### config.mk
export PLATFORM = sky130hd
export DESIGN_NAME = spike_output_buffer
export DESIGN_NICKNAME = d
export VERILOG_FILES = /design/src/rtl/spike_output_buffer.sv
export SDC_FILE = /design/constraint.sdc
export NUM_CORES = 1
export LEC_CHECK = 0
export CORE_MARGIN = 4
export CORE_UTILIZATION = 50
export CTS_BUF_LIST = sky130_fd_sc_hd__clkbuf_16
export CTS_CLUSTER_DIAMETER = 30
export DETAILED_ROUTE_END_ITERATION = 10
export HOLD_SLACK_MARGIN = 0.12
export PLACE_DENSITY = 0.74
export SKIP_LAST_GASP = 1
export SLEW_MARGIN = 15
export SYNTH_ARGS = -nofsm -noshare
export SYNTH_HDL_FRONTEND = slang
export SYNTH_SLANG_ARGS = --single-unit
### constraint.sdc
create_clock -name wb_clk_i -period 6.8 [get_ports wb_clk_i]
set_clock_uncertainty 0.15 [all_clocks]
set_input_delay 1.36 -clock wb_clk_i [delete_from_list [all_inputs] [get_ports wb_clk_i]]
set_output_delay 1.36 -clock wb_clk_i [all_outputs]
set_load 0.02 [all_outputs]
### src/rtl/spike_output_buffer.sv
// Ping-pong capture buffer for neuron-core spike vectors, read back by the host
// over Wishbone as 32-bit words; the host frees each bank by writing its release word.
module spike_output_buffer #(
    parameter int          NUM_NEURONS = 256,
    parameter logic [31:0] OMEM_BASE_0 = 32'h80040000,
    parameter logic [31:0] OMEM_BASE_1 = 32'h80050000,
    parameter int          CNT_WIDTH   = 8
) (
    input  logic                   wb_clk_i,
    input  logic                   wb_rst_i,
    input  logic                   wbs_cyc_i,
    input  logic                   wbs_stb_i,
    input  logic                   wbs_we_i,
    input  logic [3:0]             wbs_sel_i,
    input  logic [31:0]            wbs_adr_i,
    input  logic [31:0]            wbs_dat_i,
    output logic                   wbs_ack_o,
    output logic [31:0]            wbs_dat_o,
    input  logic [NUM_NEURONS-1:0] spike_neuron_i,
    input  logic                   spike_valid_i,
    output logic [1:0]             bank_full_o,
    output logic                   overflow_o
);
    localparam int          WORDS    = NUM_NEURONS / 32;
    localparam int          IW       = (WORDS > 1) ? $clog2(WORDS) : 1;
    localparam logic [29:0] REL_IDX  = 30'(WORDS);
    localparam logic [29:0] STAT_IDX = 30'(WORDS + 1);

    logic [1:0][WORDS-1:0][31:0] bank;
    logic [1:0]                  full;
    logic                        wr_bank;
    logic                        overflow;
    logic [CNT_WIDTH-1:0]        cap_cnt;

    logic [31:0] off0, off1;
    logic [29:0] idx0, idx1;
    logic        sel0, sel1, hit, wr_hit;
    logic [1:0]  rel, full_rel;
    logic        w1c, cap_ok, cap_drop;
    logic [7:0]  cnt8;
    logic [31:0] status, rdata;

    // Word index relative to each base; addresses below a base wrap high and miss.
    assign off0 = wbs_adr_i - OMEM_BASE_0;
    assign off1 = wbs_adr_i - OMEM_BASE_1;
    assign idx0 = off0[31:2];
    assign idx1 = off1[31:2];
    assign sel0 = (idx0 <= STAT_IDX);
    assign sel1 = (idx1 <= REL_IDX);

    assign hit    = wbs_cyc_i & wbs_stb_i & (sel0 | sel1) & ~wbs_ack_o;
    assign wr_hit = hit & wbs_we_i;

    assign rel[0] = wr_hit & sel0 & (idx0 == REL_IDX);
    assign rel[1] = wr_hit & ~sel0 & sel1 & (idx1 == REL_IDX);
    assign w1c    = wr_hit & sel0 & (idx0 == STAT_IDX) & wbs_sel_i[0] & wbs_dat_i[3];

    // Release is applied before the capture decision so a same-cycle capture succeeds.
    assign full_rel = full & ~rel;
    assign cap_ok   = spike_valid_i & ~full_rel[wr_bank];
    assign cap_drop = spike_valid_i & full_rel[wr_bank];

    assign cnt8 = 8'(cap_cnt);

    always_comb begin
        status       = '0;
        status[0]    = full[0];
        status[1]    = full[1];
        status[2]    = wr_bank;
        status[3]    = overflow;
        status[15:8] = cnt8;
    end

    always_comb begin
        rdata = '0;
        if (sel0) begin
            if (idx0 < REL_IDX)
                rdata = bank[0][idx0[IW-1:0]];
            else if (idx0 == STAT_IDX)
                rdata = status;
        end else if (sel1 && idx1 < REL_IDX) begin
            rdata = bank[1][idx1[IW-1:0]];
        end
    end

    always_ff @(posedge wb_clk_i or negedge wb_rst_i) begin
        if (!wb_rst_i) begin
            bank      <= '0;
            full      <= '0;
            wr_bank   <= 1'b0;
            overflow  <= 1'b0;
            cap_cnt   <= '0;
            wbs_ack_o <= 1'b0;
            wbs_dat_o <= '0;
        end else begin
            wbs_ack_o <= hit;
            wbs_dat_o <= (hit && !wbs_we_i) ? rdata : '0;
            full      <= full_rel;
            if (cap_ok) begin
                bank[wr_bank] <= spike_neuron_i;
                full[wr_bank] <= 1'b1;
                wr_bank       <= ~wr_bank;
                cap_cnt       <= cap_cnt + CNT_WIDTH'(1);
            end
            // A dropping capture wins over a same-cycle clear.
            overflow <= (overflow & ~w1c) | cap_drop;
        end
    end

    assign bank_full_o = full;
    assign overflow_o  = overflow;

endmodule

==> results.toml <==
[die]
die_area_um2 = 55800
core_um2 = 51400
die_x_um = 236
ios = 366
rows = 83
initial_core_util = 0.507
fp.dieH_um = 236

[logic_synthesis]
syn_area_um2 = 26000
syn_inst = 1580
synth_seq_cells = 557
synthDistinctLibCells = 57
synth-edff-count = 0
synth_warnings = 0
postSynthAreaPerCell_um2 = 16.5
synth_area_leader_cell = "dfrtp_1"
synth_top_area_frac = 0.535
ys_seq_area_frac = 0.535
synth-async-reset-ratio = 1.00
synthTopCellsByArea = "dfrtp_1 54%, mux2_2 13%, mux2_4 12%, mux4_2 11%, mux2i_1 2.5%"
ys_dominant_reg_cell = "dfrtp_1"
synth_nets = 1914
synth_common_cells = "557 x dfrtp_1, 295 x mux2_2, 216 x mux2_4"
yosysMostFrequentCell = "dfrtp_1"

[timing]
setup_viol = 0
tns_ns = 0
slew-limit-headroom = 0.249
period_share = 0.693
rsz0062_at_grt = "false"
layout_min_cycle_time_ns = 4.71
worst_pin_slew_ns = 1.13
fmax_ghz = 0.212
drv_slew = 0
hold_viol = 0

[placement]
gp_congestion = 0.845
place_hpwl_um = 40700
port_buffers = 329
dp.cells = 2495

[detailed_routing]
ant_nets = 0
viasPerCell = 5.67
routed_wl_um = 64800
dr.pass1.iters = 5
wl_per_cell_um = 23.7
vias = 15470
drc = 0
drtIter0Drc = 965

[worst_setup_path]
critPathArrivalTime_ns = 5.09
path_max_fanout = 32
cp-start-kind = "input pin"
max_stage_delay_ns = 1.01
cp_cell_sequence = "clkdlybuf4s50_1 > inv_1 > ha_1 > nor2b_1 > a31oi_1 > nor3_1 > nand4_1 > or3_2 > or3_1 > a211oi_1"
critPathKind = "in2reg"
worst_ep_required_time_ns = 7.17
slowest_stage = "or3_2"
endpoint_kind = "flop"

[layout]
seq_area_um2 = 13900
nNetsFinal = 2269
synthToLayoutAreaGrowth_pct = 31.2
nFillCells = 3549
drive_gt1_frac = 0.433
multi_input_area_um2 = 11500
final_cells = 2728

[outcome]
status = "completed"

[job]
cap_violations = 0

[clock_tree]
root_buffer = "clkbuf_16"
cts-resized-gates = 0
postCtsSetupRepairBufs = 0
cts_max_level = 3
postCtsHoldBufs = 0
clockBufferDepth = 3
clkLatencyLatePin_ns = 0.64
cts.sinks = 557
numCtsBuffers = 118
cts_tree = "yes"
path_clk_slew_ns = 0.05

[power_and_ir_drop]
peakVddDrop_v = 0.000307
power.internal_mw = 7.78
p_leak_nw = 16.5
p_per_area_nw_per_um2 = 290
clkPwrFrac = 0.624
seq_power_share = 0.336
p_sw_frac = 0.214
netSwitchingPower_mw = 2.11
pwr-share-comb = 0.041

[global_route]
overflow = 0
antenna_found_initial = 23
grt_pass1_wl_um = 103000
first_global_vias = 17546
grtUsageTotal = 0.234
grt_max_degree = 180

[worst_hold_path]
hold_class = "reg2reg"
==> final timing paths <==
kind | from | endpoint | slack [ns] | depth (start not counted)
worst max-delay path | wbs_adr_i[16] | wbs_dat_o[8] | 2.09 | 10
min in group asynchronous | wb_rst_i | bank[22] | 0.49 | 1
worst min-delay path | cap_cnt[7] | cap_cnt[7] | 0.33 | 1
worst max register to register | wbs_ack_o | bank[300] | 3.62 | 7
worst min register to register | cap_cnt[7] | cap_cnt[7] | 0.33 | 1
max in group asynchronous | wb_rst_i | wr_bank | 4.64 | 2
==> state kept, by name (all words and copies together), names as in the netlist <==
name and cells:
cap_cnt 8, wbs_dat_o 32, bank_full_o 2, overflow_o 1, wr_bank 1, wbs_ack_o 1
bank 512
==> worst max-delay path: cells and delay by family <==
family	cells	cell delay (ns)
and+or+nand+nor	5	2.24
adders and majority gates	1	0.26
buffers and inverters	2	0.67
AOI/OAI and AO/OA	2	0.53
==> final cells by class <==
| type | instances | area share |
|---|---|---|
| Multi-Input combinational cell | 903 | 0.336 |
| Clock buffer | 119 | 0.0871 |
| Timing Repair Buffer | 349 | 0.103 |
| Sequential cell | 557 | 0.408 |
| Clock inverter | 106 | 0.0402 |
| Antenna cell | 8 | 0.000586 |
| Inverter | 6 | 0.000659 |
| Tap cell | 680 | 0.0249 |
==> cell usage in the layout, fill, tap and decap left out, types with 6 or more instances in the layout <==
cell type	instances
dfrtp_1	557
clkdlybuf4s50_1	324
mux2_2	295
mux2_4	216
mux4_2	128
clkbuf_16	119
mux2i_1	65
bufinv_16	28
nor3_1	27
nand2_1	25
o32a_1	20
clkinv_2	20
buf_4	15
or3_1	14
clkinv_4	14
clkinv_1	14
o21ai_0	13
clkinvlp_4	13
nor2_1	12
a211oi_1	12
inv_1	11
xor2_1	9
inv_6	9
diode_2	8
nand3_1	6
buf_12	6
==> kinds of logic after synthesis <==
family | count (synthesis) | share of synthesized area
flops | 557 | 0.535
simple gates | 117 | 0.0250
compound gates | 65 | 0.0193
xor+xnor | 11 | 0.00370
fa+ha+maj | 4 | 0.00192
mux | 706 | 0.389
buf+inv | 120 | 0.0260
==> layer usage <==
metal / global-route usage / part of all wire / vias to the layer above
li1: - / - / 6744
met4: 0.0731 / 0.024 / 26
met1: 0.300 / 0.41 / 8169
met2: 0.382 / 0.49 / 390
met5: 0 / 0.0027 / -
met3: 0.0753 / 0.064 / 141
==> per-stage QoR <==
stage                     hold slack (ns)  cell area (µm²)  worst slack [ns]  power, mW  utilization
after global placement              0.308            29800              1.56       3.78        0.580
after CTS                           0.321            34200              2.14       10.0        0.664
final                               0.326            34200              2.09       9.89        0.665
after detailed placement            0.306            29800              1.48       3.78        0.580
after floorplan                     0.291            26000              2.90       3.48            -
after global routing                0.346            34200              1.89       10.2        0.664
==> power groups by stage <==
stage          Sequential (mW)  Combinational, mW  Clock, mW
2_1_floorplan             3.38             0.0994          0
3_3_place_gp              3.37              0.402          0
3_5_place_dp              3.37              0.407          0
4_1_cts                   3.32              0.409       6.27
5_1_grt                   3.32              0.433       6.45
6_report                  3.32              0.401       6.17
Power figures use the tool's default switching activity.
